[src/rtl/y86_pkg.sv]
// Shared definitions for the sequential Y86-64 control path.
package y86_pkg;

    localparam logic [3:0] IHALT   = 4'h0;
    localparam logic [3:0] INOP    = 4'h1;
    localparam logic [3:0] IRRMOVQ = 4'h2;
    localparam logic [3:0] IIRMOVQ = 4'h3;
    localparam logic [3:0] IRMMOVQ = 4'h4;
    localparam logic [3:0] IMRMOVQ = 4'h5;
    localparam logic [3:0] IOPQ    = 4'h6;
    localparam logic [3:0] IJXX    = 4'h7;
    localparam logic [3:0] ICALL   = 4'h8;
    localparam logic [3:0] IRET    = 4'h9;
    localparam logic [3:0] IPUSHQ  = 4'hA;
    localparam logic [3:0] IPOPQ   = 4'hB;

    localparam logic [2:0] SAOK = 3'd1;
    localparam logic [2:0] SHLT = 3'd2;
    localparam logic [2:0] SADR = 3'd3;
    localparam logic [2:0] SINS = 3'd4;

    typedef enum logic [2:0] {
        ST_IDLE,
        ST_FETCH,
        ST_DECODE,
        ST_EXECUTE,
        ST_MEMORY,
        ST_WRITEBACK,
        ST_PCUPD,
        ST_HALT
    } state_t;

    function automatic logic is_mem_icode(input logic [3:0] ic);
        logic r;
        case (ic)
            IRMMOVQ, IMRMOVQ, ICALL,
            IRET, IPUSHQ, IPOPQ: r = 1'b1;
            default:             r = 1'b0;
        endcase
        return r;
    endfunction

endpackage

[src/rtl/y86_seq_ctrl_mem_wait_timer.sv]
// Counts data-memory wait cycles; flags the cycle that would be the
// MEM_TIMEOUT-th consecutive wait so the FSM can give up on it.
module mem_wait_timer #(
    parameter int MEM_TIMEOUT = 16
) (
    input  logic clk,
    input  logic rst,
    input  logic i_clear,
    input  logic i_wait,
    output logic o_timeout
);

    localparam int W = $clog2(MEM_TIMEOUT + 1);

    logic [W-1:0] r_cnt;

    assign o_timeout = i_wait && (r_cnt == W'(MEM_TIMEOUT - 1));

    always_ff @(posedge clk or posedge rst) begin
        if (rst) begin
            r_cnt <= '0;
        end else if (i_clear) begin
            r_cnt <= '0;
        end else if (i_wait && !o_timeout) begin
            r_cnt <= r_cnt + W'(1);
        end
    end

endmodule

[src/rtl/y86_seq_ctrl.sv]
// Stage sequencer for the sequential Y86-64 core: one-hot stage strobes,
// PC register, data-memory handshake with timeout, status and counters.
module y86_seq_ctrl #(
    parameter logic [63:0] RESET_PC    = 64'd0,
    parameter int          CNT_W       = 32,
    parameter int          MEM_TIMEOUT = 16
) (
    input  logic             clk,
    input  logic             rst,
    input  logic             start,
    input  logic [3:0]       icode,
    input  logic             instr_valid,
    input  logic             imem_error,
    input  logic [63:0]      pcnxt,
    input  logic             dmem_ack,
    input  logic             dmem_error,
    output logic [63:0]      pc,
    output logic             fetch_en,
    output logic             decode_en,
    output logic             exec_en,
    output logic             mem_en,
    output logic             wb_en,
    output logic             pc_en,
    output logic             dmem_req,
    output logic [2:0]       stat,
    output logic             halted,
    output logic [CNT_W-1:0] cycle_cnt,
    output logic [CNT_W-1:0] instr_cnt
);

    import y86_pkg::*;

    state_t           r_state;
    state_t           w_state_nxt;
    logic [63:0]      r_pc;
    logic [2:0]       r_stat;
    logic [2:0]       w_stat_nxt;
    logic [3:0]       r_icode;
    logic [CNT_W-1:0] r_cycle_cnt;
    logic [CNT_W-1:0] r_instr_cnt;
    logic             w_mem_req;
    logic             w_mem_wait;
    logic             w_timeout;
    logic             w_active;

    // Request is a pure function of state so reset drops it immediately.
    assign w_mem_req  = (r_state == ST_MEMORY) && is_mem_icode(r_icode);
    assign w_mem_wait = w_mem_req && !dmem_ack;
    assign w_active   = fetch_en | decode_en | exec_en
                      | mem_en | wb_en | pc_en;

    mem_wait_timer #(
        .MEM_TIMEOUT(MEM_TIMEOUT)
    ) u_timer (
        .clk      (clk),
        .rst      (rst),
        .i_clear  (r_state != ST_MEMORY),
        .i_wait   (w_mem_wait),
        .o_timeout(w_timeout)
    );

    always_ff @(posedge clk or posedge rst) begin
        if (rst) begin
            r_state <= ST_IDLE;
        end else begin
            r_state <= w_state_nxt;
        end
    end

    always_comb begin
        w_state_nxt = r_state;
        w_stat_nxt  = r_stat;
        fetch_en    = 1'b0;
        decode_en   = 1'b0;
        exec_en     = 1'b0;
        mem_en      = 1'b0;
        wb_en       = 1'b0;
        pc_en       = 1'b0;
        halted      = 1'b0;
        unique case (r_state)
            ST_IDLE: begin
                if (start) w_state_nxt = ST_FETCH;
            end
            ST_FETCH: begin
                fetch_en = 1'b1;
                if (imem_error) begin
                    w_stat_nxt  = SADR;
                    w_state_nxt = ST_HALT;
                end else if (!instr_valid) begin
                    w_stat_nxt  = SINS;
                    w_state_nxt = ST_HALT;
                end else if (icode == IHALT) begin
                    w_stat_nxt  = SHLT;
                    w_state_nxt = ST_HALT;
                end else begin
                    w_state_nxt = ST_DECODE;
                end
            end
            ST_DECODE: begin
                decode_en   = 1'b1;
                w_state_nxt = ST_EXECUTE;
            end
            ST_EXECUTE: begin
                exec_en     = 1'b1;
                w_state_nxt = ST_MEMORY;
            end
            ST_MEMORY: begin
                mem_en = 1'b1;
                if (!w_mem_req) begin
                    w_state_nxt = ST_WRITEBACK;
                end else if (dmem_ack) begin
                    // An ack in the timeout cycle still completes the access.
                    if (dmem_error) begin
                        w_stat_nxt  = SADR;
                        w_state_nxt = ST_HALT;
                    end else begin
                        w_state_nxt = ST_WRITEBACK;
                    end
                end else if (w_timeout) begin
                    w_stat_nxt  = SADR;
                    w_state_nxt = ST_HALT;
                end
            end
            ST_WRITEBACK: begin
                wb_en       = 1'b1;
                w_state_nxt = ST_PCUPD;
            end
            ST_PCUPD: begin
                pc_en       = 1'b1;
                w_state_nxt = ST_FETCH;
            end
            ST_HALT: begin
                halted = 1'b1;
            end
            default: begin
                w_state_nxt = ST_IDLE;
            end
        endcase
    end

    always_ff @(posedge clk or posedge rst) begin
        if (rst) begin
            r_pc        <= RESET_PC;
            r_stat      <= SAOK;
            r_icode     <= 4'h0;
            r_cycle_cnt <= '0;
            r_instr_cnt <= '0;
        end else begin
            r_stat <= w_stat_nxt;
            if (fetch_en) r_icode <= icode;
            if (pc_en) begin
                r_pc        <= pcnxt;
                r_instr_cnt <= r_instr_cnt + CNT_W'(1);
            end
            if (w_active) r_cycle_cnt <= r_cycle_cnt + CNT_W'(1);
        end
    end

    assign pc        = r_pc;
    assign stat      = r_stat;
    assign dmem_req  = w_mem_req;
    assign cycle_cnt = r_cycle_cnt;
    assign instr_cnt = r_instr_cnt;

endmodule

[config.mk]
export PLATFORM = sky130hd
export DESIGN_NAME = y86_seq_ctrl
export DESIGN_NICKNAME = d
export VERILOG_FILES = /design/src/rtl/y86_pkg.sv /design/src/rtl/y86_seq_ctrl_mem_wait_timer.sv /design/src/rtl/y86_seq_ctrl.sv
export SDC_FILE = /design/constraint.sdc
export NUM_CORES = 1
export LEC_CHECK = 0
export ABC_AREA = 0
export BUFFER_PORTS_ARGS = -buffer_cell sky130_fd_sc_hd__buf_2
export CORE_ASPECT_RATIO = 0.5
export CORE_MARGIN = 4
export CORE_UTILIZATION = 56
export CTS_BUF_LIST = sky130_fd_sc_hd__clkbuf_4 sky130_fd_sc_hd__clkbuf_8
export DETAILED_ROUTE_END_ITERATION = 16
export GPL_TIMING_DRIVEN = 0
export PLACE_DENSITY = 0.88
export REMOVE_ABC_BUFFERS = 1
export SLEW_MARGIN = 5
export SYNTH_ARGS = -nofsm -noshare
export SYNTH_HDL_FRONTEND = slang
export SYNTH_HIERARCHICAL = 1
export SYNTH_SLANG_ARGS = --single-unit
[constraint.sdc]
create_clock -name clk -period 10.3 [get_ports clk]
set_input_delay 0 -clock clk [delete_from_list [all_inputs] [get_ports clk]]
set_output_delay 0 -clock clk [all_outputs]
set_load 0.05 [all_outputs]
==> results, run 1 <==
- The run finished with clean final reports.
- For this run, design rule violations remaining after detail routing come to 0.
- The clock root buffer is sky130_fd_sc_hd__clkbuf_8.
- The final routed wire length divided by cell count is 16.8 um.
- The number of max-cap violations is 0.
- The total clock sinks is 142.
- The post-synthesis compound-gate area fraction is 0.0223.
- The number of H-tree branching levels is 4.
- The first global-routing pass estimated roughly 29000 um of wire.
- The setup total negative slack is 0 ps.
- The number of enable flip-flop cells after synthesis is 0.
- The biggest area contributor in the post-synthesis netlist is sky130_fd_sc_hd__dfrtp_1.
- The portion of synthesized cell area occupied by the leading cell type is 0.562.
- The clock tree skew after final layout is 15.2 ps.
- The path category of the worst min-delay check is input port to asynchronous set/reset pin.
- In this run the tool buffered the top-level ports with 213 buffer cells.
- For this run, global-route usage on met1 was measured as 0.321.
- The count of buffering cells on the critical path with inverters included is 6.
- The reported net switching power is 1250 uW.
- Among the stages of the critical path, the cell type that occurs most often is sky130_fd_sc_hd__buf_16.
- Buffers inserted to repair hold after CTS numbered 70.
- The cell with the most instances after synthesis is sky130_fd_sc_hd__nand2_1.
- The worst setup path is captured at an output port.
- Across the VDD grid, the largest voltage drop is 283 uV.
- The signal on the critical path passes through nand3b_1, buf_8, buf_16, buf_16, inv_2, buf_12, buf_2.
- The number of cell instances on the worst register-to-register path is 8.
- The number of antenna violations at the first check in global routing is 2.
- The analysis attributes to cell leakage a power of 0.00470 uW.
- The average vias per placed instance is around 5.5.
- The number of hold-slack violations in the final timing report came to 0.
- After synthesis, the cell types taking the most area are sky130_fd_sc_hd__dfrtp_1, sky130_fd_sc_hd__nand2_1, sky130_fd_sc_hd__xor2_1.
- The share of total power dissipated in sequential elements is 0.331.
- The portion of synthesized area spent on multiplexers is 0.0148.
- The height of the die is 82.9 um.
- The layer flagged by global routing as most heavily used is met2.
- Setup repair after global routing left no endpoint under its margin.
- The die boundary width is 158 um.
- The netlist uses 46 different library cells.
- On the critical path, the stage with the largest delay is an instance of sky130_fd_sc_hd__dfrtp_1.
- The timing-limited maximum frequency is between 0.2 and 0.3 GHz.
- The data required time at the worst endpoint is 10300 ps.
- The met3 global-route usage is 0.0566.
- The overall via count from detail_route is 5855.
- The mapped netlist covers 0.00628 sq mm.
- The normalized max-slew margin is 0.257.
- Of the synthesized area, sequential elements account for 0.566.
- Of the total synthesized cell area, the portion taken by XOR and XNOR cells is 0.0893.
- The critical path arrival is around 3400 ps.
- The first TritonRoute pass finished after 6 iterations.
- Of all flip-flops after synthesis, the portion carrying an async set or reset was 1.00.
- The floorplan has 26 rows.
- In this run the critical register-to-register path is launched from r_state[1]$_DFFE_PP0P_.
- The share of cells above drive strength 1 is 0.283.
- Of the total power, the share spent switching nets is 0.488.
- Entering global routing, the biggest net connects 97 pins.
- The critical setup path kind is flop to output port.
- Across every metal layer, demand over resource in global routing totals 0.278.
- A synthesized cell averages about 9.8 sq um.
- The leftover overflow at the end of global routing is 0.
- The kind of cell with the highest combined delay on the critical path is buffers and inverters.
- The total count of max-transition violations in the final report is 0.
- The destination of the worst register-to-register timing path is r_state[1]$_DFFE_PP0P_.
- The cell internal power dissipation is 1320 uW.
- Counting flops and latches in the post-synthesis netlist gives 142.
- The reg-to-reg setup timing slack is 7010 ps.
- The post-route fraction of the period consumed by the critical path is 0.326.
- Once detail routing completed, the nets flagged for antenna violations numbered 0.
- The commonest cells after synthesis are sky130_fd_sc_hd__nand2_1, sky130_fd_sc_hd__dfrtp_1, sky130_fd_sc_hd__xor2_1.
- The post-cts repair resize count is 0.
- After synthesis, the largest family of logic cells by area is simple AND/OR/NAND/NOR gates.
- The wire length reported by the detailed router is about 18000 um.
- The share of total power dissipated in combinational logic is 0.472.
- Pin placement for this block handled 214 I/O pins.
- Of the total synthesized cell area, the portion taken by AND, OR, NAND and NOR gates is 0.268.
- For this run, the share of the core covered by cells in the final layout is 0.821.
- Of the total synthesized cell area, the portion taken by full adders, half adders and majority gates is 0.00997.
- The routability-driven placement congestion ratio is 0.821.
- For this run, global-route usage on met2 was measured as 0.480.
- The most used flip-flop cell after synthesis is sky130_fd_sc_hd__dfrtp_1.
- The floorplan step defined a core boundary enclosing 0.0106 sq mm.
- After clock tree synthesis, the setup repair step added 0 buffers.
- The number of global-route vias before repair was 5982.
- For the pin with the worst max-slew slack, the measured transition is 1110 ps.
- Of all nets on the critical path, the largest fanout is 42.
- The completed layout was analyzed and its total power is 2570 uW.
- The post-synthesis to final-layout area growth is 38.3%.
- The die covers 0.0131 sq mm.
- The number of buffers added by the clock tree synthesis step is 17.
- For this run, the slowest stage of the critical path takes 640 ps.
- The final setup violation count is 0.
- The type of element launching the critical path is a flop.
- In this run the deepest clock path goes through 2 buffers.
- Yosys printed 6 warnings.
- The HPWL after detailed placement is around 11000 um.
- The clock period minus final worst setup slack is ~3400 ps.
- The later pin in the worst-skew pair is clocked with a latency of approximately 430 ps.
- The count of routing violations after the opening detailed-route iteration is 380.
- The number of filler cells placed in the layout is roughly 600.
- The power per cell area is ~300 mW/mm^2.
- The net total in the final layout is 1000.
- The clock slew at the register clock pins of the worst setup and hold paths is around 80 ps.
- TritonCTS built the clock tree.
- In the synthesized netlist, the number of instances is around 640.
- The initial core utilization is 0.594.
- The relative contribution of the clock network to total power is 0.197.
## placed cells by master, fill, tap and decap left out, types with 9 or more instances in the layout
master | netlist | routed
sky130_fd_sc_hd__buf_2 | 2 | 213
sky130_fd_sc_hd__clkbuf_8 | 0 | 21
sky130_fd_sc_hd__nand2_1 | 222 | 222
sky130_fd_sc_hd__and4_1 | 11 | 11
sky130_fd_sc_hd__nor4_1 | 17 | 17
sky130_fd_sc_hd__dfrtp_1 | 141 | 141
sky130_fd_sc_hd__nand3_1 | 12 | 12
sky130_fd_sc_hd__nor3_1 | 16 | 15
sky130_fd_sc_hd__dlygate4sd3_1 | 0 | 70
sky130_fd_sc_hd__xor2_1 | 36 | 36
sky130_fd_sc_hd__nand4_1 | 19 | 19
sky130_fd_sc_hd__inv_1 | 15 | 13
sky130_fd_sc_hd__nor2_1 | 22 | 22
sky130_fd_sc_hd__xnor2_1 | 28 | 28
sky130_fd_sc_hd__and3_1 | 9 | 9
## power by group through the flow
stage | logic, uW | registers (uW) | clock network, uW
after global placement | 1130 | 840 | 0
after global routing | 1280 | 870 | 542
after floorplan | 339 | 1370 | 0
final | 1210 | 850 | 507
after CTS | 1200 | 842 | 509
after detailed placement | 1170 | 853 | 0
## how the worst max path moves through the flow
stage                                      start  depth (start not counted)                      to  slack (ps)
after floorplan           r_state[1]$_DFFE_PP0P_                          5  r_state[1]$_DFFE_PP0P_        5830
after global placement    r_state[1]$_DFFE_PP0P_                          5  r_state[1]$_DFFE_PP0P_        4420
after detailed placement  r_state[1]$_DFFE_PP0P_                          8  r_state[1]$_DFFE_PP0P_        7070
after CTS                 r_state[1]$_DFFE_PP0P_                          7                   pc_en        6960
after global routing      r_state[1]$_DFFE_PP0P_                          7                   pc_en        6700
final                     r_state[1]$_DFFE_PP0P_                          7                   pc_en        6940
## per-layer routing
layer  up-vias  share of wire
met4         0          0.049
met2       265           0.51
met3        77          0.065
met1      2826           0.38
li1       2687              -
met5         -              0
## cells by family after synthesis
kind of cell,Yosys count
mux,8
buf+inv,44
compound gates,20
xor+xnor,64
fa+ha+maj,5
simple gates,359
flops,142
## registers in the layout, indices dropped and copies added, names as in the netlist
signal / flops
u_timer/r_cnt: 5
stat: 3
r_state: 3
pc: 64
r_icode: 3
cycle_cnt: 32
instr_cnt: 32
## layout make-up
cell class / count / area, sq um / share of cell area
flip-flops and latches: 142 / 3550 / 0.410
multi-input cells: 456 / 2540 / 0.293
repair buffers: 288 / 1880 / 0.217
clock buffers: 22 / 297 / 0.0342
well taps: 140 / 175 / 0.0202
clock inverters: 9 / 158 / 0.0182
inverters: 15 / 61.3 / 0.00706
diodes: 2 / 5.00 / 0.000577
## metrics by stage
stage | hold WS [ps] | instance area (sq um) | std cells | setup slack [ps]
final | 53.1 | 8680 | 1074 | 6940
after global routing | 67.1 | 8680 | 1074 | 6700
after global placement | -83.1 | 7390 | 966 | 4420
after detailed placement | -40.2 | 7520 | 971 | 7070
after floorplan | -221 | 6150 | 613 | 5830
after CTS | 41.3 | 8670 | 1072 | 6960
## tightest hold or removal path, stage by stage
cell and delay, ps:
sky130_fd_sc_hd__dlygate4sd3_1 530, sky130_fd_sc_hd__buf_2 150, sky130_fd_sc_hd__inv_1 180
Power figures use the tool's default switching activity.
==> run 2: changes to the inputs <==
--- a/config.mk
+++ b/config.mk
@@ -5,15 +5,15 @@
 export SDC_FILE = /design/constraint.sdc
 export NUM_CORES = 1
 export LEC_CHECK = 0
-export ABC_AREA = 0
+export ABC_AREA = 1
 export BUFFER_PORTS_ARGS = -buffer_cell sky130_fd_sc_hd__buf_2
 export CORE_ASPECT_RATIO = 0.5
 export CORE_MARGIN = 4
-export CORE_UTILIZATION = 56
+export CORE_UTILIZATION = 53
 export CTS_BUF_LIST = sky130_fd_sc_hd__clkbuf_4 sky130_fd_sc_hd__clkbuf_8
 export DETAILED_ROUTE_END_ITERATION = 16
 export GPL_TIMING_DRIVEN = 0
-export PLACE_DENSITY = 0.88
+export PLACE_DENSITY = 0.82
 export REMOVE_ABC_BUFFERS = 1
 export SLEW_MARGIN = 5
 export SYNTH_ARGS = -nofsm -noshare
==> constraint.sdc (replaced) <==
create_clock -name clk -period 3.3 [get_ports clk]
set_input_delay 0 -clock clk [delete_from_list [all_inputs] [get_ports clk]]
set_output_delay 0 -clock clk [all_outputs]
set_load 0.05 [all_outputs]
==> results, run 2 <==
- The category of the worst setup path capture point is an output port.
- Counting every sink on the clock net gives ~140.
- The number of distinct library cells after synthesis is 32.
- Buffers inserted to repair hold after CTS numbered 72.
- The pin count of the biggest net entering global routing is 91.
- The number of antenna violations at the first check in global routing was 0.
- Sorting the synthesized cells by area gives the leading types as sky130_fd_sc_hd__dfrtp_1, sky130_fd_sc_hd__nand2_1, sky130_fd_sc_hd__inv_1.
- The share of total power dissipated in combinational logic is 0.485.
- The reported net switching power is 3990 uW.
- The reg-to-reg setup timing slack is 850 ps.
- The number of max-cap violations is 0.
- The synthesized design contains 0 enable-type register cells.
- The library cell occupying the most area in the post-synthesis netlist is sky130_fd_sc_hd__dfrtp_1.
- The number of global-route vias before repair was 6614.
- Among all flip-flop cells after synthesis, the most frequent one is sky130_fd_sc_hd__dfrtp_1.
- The wire length of the first global-routing pass is 31100 um.
- Counting flops and latches in the post-synthesis netlist gives 142.
- From bottom edge to top edge, the die measures 88.8 um.
- After the first detailed-routing iteration, the DRC count stood at between 400 and 500.
- The post-synthesis to final-layout area growth is 33.8%.
- After floorplanning, the core was sized to cover 0.0127 sq mm.
- The smallest clock period supported by the final layout is computed as about 2600 ps.
- Of the total power, the share spent switching nets is 0.520.
- Clock-pin slew was measured on the worst setup and hold paths at 90 ps.
- After detailed routing, the total wire length is between 15000 and 20000 um.
- In the routed design, unresolved DRC markers number 0.
- Measured against its own limit, the worst slew margin works out to 0.258.
- Counting the buffers created by CTS gives 17.
- The die outline area is 0.0151 sq mm.
- VDD sags by at most between 700 and 800 uV.
- The area of the mapped netlist is 0.00692 sq mm.
- The post-cts repair resize count is 0.
- The floorplan has 29 rows.
- The clock tree skew after final layout is 21.7 ps.
- The final setup violation count is 0.
- In the global route stage, overall resource usage came out at 0.255.
- Dividing total power by cell area gives a power density of 830 mW/mm^2.
- The count of nets left with antenna violations once routing finished came out at 0.
- The post-route fraction of the period consumed by the critical path is 0.784.
- The congestion estimate from routability-driven global placement came to 0.880.
- Dividing the detail-routed wire length by the instance count gives approximately 14 um.
- The register area share after synthesis is 0.514.
- For the worst setup path, the data required time is 3300 ps.
- The initial core utilization is 0.545.
- The type of element launching the critical path is a flop.
- The actual slew at the worst max-slew pin is about 1100 ps.
- The path class of the tightest hold or removal check is input port to asynchronous set/reset pin.
- Final hold analysis gives a worst-case slack of ~55 ps.
- The count of buffers added by post-CTS timing repair for setup is 0.
- The cell with the most instances after synthesis is sky130_fd_sc_hd__nand2_1.
- Of the post-synthesis cell area, the dominant cell type holds 0.510.
- The critical setup path kind is flop to output port.
- The CTS tree is built.
- In the final layout, flip-flops and latches occupy 0.00355 sq mm.
- The gate count after technology mapping is 870.
- Leaving out fill and tap cells, the most frequent cell in the layout is sky130_fd_sc_hd__nand2_1.
- The relative contribution of the clock network to total power is 0.174.
- The run finished with clean final reports.
- Of the cells placed in the final design, the portion with a size suffix greater than 1 is 0.244.
- After detailed routing, the number of vias per cell comes to 4.95.
- For the worst-skew pair, the clock arrives at the later sink with an insertion delay of 430 ps.
- The register with the most flip-flops in the layout has 64 of them.
- Setup repair after global routing left no endpoint under its margin.
- The iteration count of the initial detailed-routing pass is 5.
- For this run, the top clock speed supported by timing is between 0.3 and 0.4 GHz.
- For this run the aggregate overflow at the end of global routing stands at 0.
- The port buffer count is 213.
- The number of H-tree branching levels is 4.
- In this run the static leakage power is just over 0.005 uW.
- The top cell types in the final layout, fill and taps aside, are sky130_fd_sc_hd__nand2_1, sky130_fd_sc_hd__buf_2, sky130_fd_sc_hd__dfrtp_1.
- The overall via count from detail_route is 6651.
- The Yosys step of the flow raised 6 warnings.
- For the worst setup path, the data arrival time is 2590 ps.
- Clock tree synthesis selected as its root buffer the cell sky130_fd_sc_hd__clkbuf_8.
- Summing all multi-input logic gate instances after layout gives 0.00290 sq mm.
- The die boundary width is about 170 um.
- Summed over all nets, the half-perimeter wirelength after detailed placement is 12700 um.
- In this run, placement finished with an instance count of 1238.
- 214 I/O pins were placed.
- The total count of max-transition violations in the final report came to 0.
- The commonest cells after synthesis are sky130_fd_sc_hd__nand2_1, sky130_fd_sc_hd__dfrtp_1, sky130_fd_sc_hd__inv_1.
- The share of synthesized registers carrying an async set or reset is 1.00.
- The share of total power dissipated in sequential elements is 0.341.
- The number of hold-slack violations in the final timing report is 0.
- Of all nets on the critical path, the largest fanout is 68.
- The longest clock path from root to sink contains 2 buffers.
- In this run the mean area of a mapped cell was 7.95 sq um.
- The number of filler cells placed in the layout is 953.
- The finished layout holds 1343 standard cells, fillers aside.
- The internal power of the cells totals roughly 3700 uW.
- The net total in the final layout is between 1k and 1.5k.
[run 2: cell count changes after synthesis, sizes merged, moves of 9 or more]
cell / previous run / this run
nand2: 222 / 382
xor2: 36 / 19
and4: 11 / 0
clkbuf: 18 / 3
nor2: 22 / 90
inv: 15 / 96
nand3: 12 / 49
xnor2: 28 / 19
nor4: 18 / 0
and3: 9 / 0
[run 2: logic make-up (layout without fill, tap and decap cells)]
family | count (synthesis) | after routing | synth area share
flip-flops | 142 | 142 | 0.514
XOR/XNOR | 38 | 38 | 0.0481
AND/OR/NAND/NOR | 561 | 561 | 0.352
buffers and inverters | 113 | 415 | 0.0680
adder cells (fa/ha/maj) | 5 | 5 | 0.00904
multiplexers | 1 | 1 | 0.00163
other | 0 | 1 | 0
AO/OA/AOI/OAI | 10 | 10 | 0.00723
[run 2: routing by layer]
metal	vias to the layer above	global-route usage	routed length, um
met5	-	0	0
met4	0	0.124	852
met3	71	0.0442	977
met2	236	0.441	9150
met1	3108	0.319	7750
li1	3236	-	-
[run 2: power by group through the flow]
stage | clock (uW) | sequential (uW) | combinational, uW
2_1_floorplan | 0 | 4290 | 1050
3_3_place_gp | 0 | 2610 | 3540
3_5_place_dp | 0 | 2620 | 3640
4_1_cts | 1360 | 2610 | 3710
5_1_grt | 1450 | 2690 | 3960
6_report | 1340 | 2620 | 3730
[run 2: area by class of cell]
cell class                 count  share of cell area
timing repair buffer         287               0.199
clock inverter                15              0.0154
multi-input combinational    615               0.313
tap                          170              0.0230
sequential                   142               0.384
clock buffer                  17              0.0253
antenna                        1            0.000270
inverter                      96              0.0395
[run 2: per-stage QoR]
step | cell area, sq um | setup TNS [ps] | util | setup WS [ps] | total power (uW)
finish | 9250 | 0 | 0.729 | 712 | 7680
global route | 9250 | 0 | 0.728 | 541 | 8110
CTS | 9250 | 0 | 0.728 | 709 | 7680
detailed placement | 8150 | 0 | 0.642 | 833 | 6260
global placement | 8090 | -274620 | 0.637 | -1900 | 6150
floorplan | 6810 | -49800 | - | -366 | 5340
[run 2: path summary, 6_finish.rpt]
kind | from | end | cells past startpoint
setup / recovery | r_state[0]$_DFFE_PP0P_ | pc_en | 4
hold / removal | rst | u_timer/r_cnt[4]$_DFFE_PP0P_ | 3
setup reg to reg | r_state[0]$_DFFE_PP0P_ | instr_cnt[22]$_DFFE_PP0P_ | 8
hold reg to reg | stat[0]$_DFFE_PP1P_ | stat[0]$_DFFE_PP1P_ | 2
max in group asynchronous | rst | pc[10]$_DFFE_PP0P_ | 4
min in group clk | start | r_state[2]$_DFFE_PP0P_ | 6
[run 2: worst max-delay path: stages, from the launching register on]
cell,delay [ps]
sky130_fd_sc_hd__dfrtp_1,440
sky130_fd_sc_hd__inv_1,130
sky130_fd_sc_hd__nand3_4,240
sky130_fd_sc_hd__inv_2,860
sky130_fd_sc_hd__buf_2,420
==> run 3: changes to the inputs <==
--- a/config.mk
+++ b/config.mk
@@ -9,11 +9,11 @@
 export BUFFER_PORTS_ARGS = -buffer_cell sky130_fd_sc_hd__buf_2
 export CORE_ASPECT_RATIO = 0.5
 export CORE_MARGIN = 4
-export CORE_UTILIZATION = 53
+export CORE_UTILIZATION = 48
 export CTS_BUF_LIST = sky130_fd_sc_hd__clkbuf_4 sky130_fd_sc_hd__clkbuf_8
 export DETAILED_ROUTE_END_ITERATION = 16
 export GPL_TIMING_DRIVEN = 0
-export PLACE_DENSITY = 0.82
+export PLACE_DENSITY = 0.79
 export REMOVE_ABC_BUFFERS = 1
 export SLEW_MARGIN = 5
 export SYNTH_ARGS = -nofsm -noshare
==> constraint.sdc (replaced) <==
create_clock -name clk -period 2.2 [get_ports clk]
set_input_delay 0 -clock clk [delete_from_list [all_inputs] [get_ports clk]]
set_output_delay 0 -clock clk [all_outputs]
set_load 0.05 [all_outputs]
==> results, run 3 (synthesis gave the netlist of run 2 again) <==
- The pin count of the biggest net entering global routing is between 90 and 100.
- Row generation in the floorplan step produced 30 rows.
- The critical path arrival is between 2000 and 2500 ps.
- The number of standard cells in the layout, taps in and fillers out is ~1.4k.
- The final routed wire length divided by cell count is ~14 um.
- The worst hold path begins at start.
- The worst hold path passes through 6 cells.
- The number of buffers added by the clock tree synthesis step is 17.
- Of the cells placed in the final design, the portion with a size suffix greater than 1 is 0.248.
- The leftover overflow at the end of global routing is 0.
- The normalized max-slew margin is 0.681.
- For hold timing, the worst endpoint is r_state[2]$_DFFE_PP0P_.
- The clock reaches the later pin of the worst-skew pair after roughly 430 ps.
- Setup violations remaining at the end of the flow were counted as 0.
- The wire length of the first global-routing pass is approximately 32000 um.
- The number of hold-slack violations in the final timing report is 0.
- The overall track demand over capacity in global routing is 0.239.
- The clock period minus final worst setup slack is 2060 ps.
- Across the run, the number of max-cap violations was 0.
- The count of nets left with antenna violations once routing finished came out at 0.
- The number of global-route vias before repair is approximately 6.7k.
- After detailed routing, the number of remaining DRC violations is 0.
- The maximum root-to-sink buffer count is 2.
- The average vias per placed instance is roughly 4.9.
- For this run, the top clock speed supported by timing is 0.484 GHz.
- The origin of the worst setup path is r_state[0]$_DFFE_PP0P_.
- The clock tree skew after final layout is 17.9 ps.
- The top cell types in the final layout, fill and taps aside, are sky130_fd_sc_hd__nand2_1, sky130_fd_sc_hd__buf_2, sky130_fd_sc_hd__dfrtp_1.
- The clock root buffer is sky130_fd_sc_hd__clkbuf_8.
- The number of cell instances on the worst register-to-register path is 8.
- Power spread over the standard cell area amounts to 1250 mW/mm^2.
- The first routing iteration left 441 violations.
- The post-synthesis to final-layout area growth is 34.7%.
- The CTS tree is built.
- The total count of max-transition violations in the final report is 0.
- The H-tree was split into 4 levels.
- In this run the tool buffered the top-level ports with about 210 buffer cells.
- The area of the core is 0.0138 sq mm.
- The overall via count from detail_route is 6665.
- Across the VDD grid, the largest voltage drop is between 1000 and 1500 uV.
- At the worst endpoint, the required time is 2200 ps.
- The number of antenna violations at the first check in global routing is 0.
- In this run the static leakage power is 0.00503 uW.
- The critical setup path kind is flop to output port.
- The first detailed-routing pass ran for 7 iterations.
- The worst register-to-register path ends at stat[2]$_DFFE_PP0P_.
- The count of pins on the block boundary is 214.
- Of the available clock period, the critical path in the final layout requires 0.938.
- Leaving out fill and tap cells, the most frequent cell in the layout is sky130_fd_sc_hd__nand2_1.
- After the last flow step, the layout net total stands at 1239.
- The worst reg2reg path startpoint is r_state[2]$_DFFE_PP0P_.
- The antenna diode instance count is 0.
- The run finished with clean final reports.
- The wire length reported by the detailed router is around 19000 um.
- Prior to clock tree synthesis, the placed netlist has a worst setup slack of -399 ps.
- The number of filler cells placed in the layout is 1108.
- The height of the die is 92.9 um.
- The path category of the worst min-delay check is input port to flop.
- In this run the post-CTS setup repair buffer count came out at 0.
- The final worst slack is 136 ps.
- The critical-path maximum fanout is 68.
- The initial utilization of the core area, before any placement, comes to 0.501.
- For flop-to-flop paths, the worst setup slack is 190 ps.
- Overall power consumption after layout is estimated at 11600 uW.
- Clock-pin slew was measured on the worst setup and hold paths at 80 ps.
- The register with the most flip-flops in the layout has 64 of them.
- The actual slew at the worst max-slew pin is 478 ps.
- CTS saw roughly 140 sinks.
- After routing, the total negative slack on setup checks comes to 0 ps.
- At the end of routability-driven placement, the weighted congestion stood at between 0.8 and 0.9.
- The HPWL after detailed placement is 13000 um.
- The type of element launching the critical path is a flop.
- In this run, placement finished with an instance count of 1260.
- The die outline area is 0.0165 sq mm.
- Setup repair after global routing left no endpoint under its margin.
- The die boundary width is ~180 um.
- The category of the worst setup path capture point is an output port.
run 3: cell types whose count changed in the layout (fill, tap and decap cells not counted), sizes merged:
cell and change:
inv -2, bufinv +1, clkinvlp +3, clkinv -2, diode -1
run 3: layer usage:
metal | vias to the layer above | routed length, um | track usage
li1 | 3248 | - | -
met1 | 3150 | 7930 | 0.287
met2 | 200 | 9590 | 0.409
met3 | 67 | 851 | 0.0563
met4 | 0 | 868 | 0.111
met5 | - | 0 | 0
run 3: repair_timing:
item | in CTS | in global routing
hold buffers | 72 | 0
cloned | 0 | 0
endpoints found under the hold margin | 119 | 0
endpoints found under the setup margin | 4 | 7
resized for setup | 3 | 7
run 3: worst max-delay path by stage:
stage	to	slack [ps]	cells past startpoint
after floorplan	cycle_cnt[0]$_DFFE_PP0P_	-1470	1
after global placement	pc[10]$_DFFE_PP0P_	-3030	2
after detailed placement	instr_cnt[22]$_DFFE_PP0P_	-400	8
after CTS	r_state[0]$_DFFE_PP0P_	70	15
after global routing	stat[2]$_DFFE_PP0P_	20	13
final	pc_en	140	4
run 3: power breakdown:
group,internal (uW),total [uW],switching [uW]
sequential,3400,3950,548
combinational,1300,5600,4310
clock,935,2070,1140
run 3: layout make-up:
type | instances | area (sq um) | area share
inverter | 96 | 378 | 0.0406
clock buffer | 17 | 234 | 0.0251
multi-input combinational | 615 | 2920 | 0.313
timing repair buffer | 287 | 1840 | 0.198
tap | 192 | 240 | 0.0258
sequential | 142 | 3560 | 0.382
clock inverter | 15 | 150 | 0.0161
run 3: metrics by stage:
step                hold WS, ps  utilization  instance area [sq um]
finish                     54.5        0.674                   9320
global route               37.9        0.674                   9320
CTS                        31.2        0.673                   9290
detailed placement        -40.9        0.592                   8180
global placement          -83.1        0.587                   8110
floorplan                  -221            -                   6810
run 3: critical path, cell delays in order (launching register included):
cell,delay [ps]
sky130_fd_sc_hd__dfrtp_2,480
sky130_fd_sc_hd__inv_1,130
sky130_fd_sc_hd__nand3_4,290
sky130_fd_sc_hd__clkinv_8,330
sky130_fd_sc_hd__buf_2,340
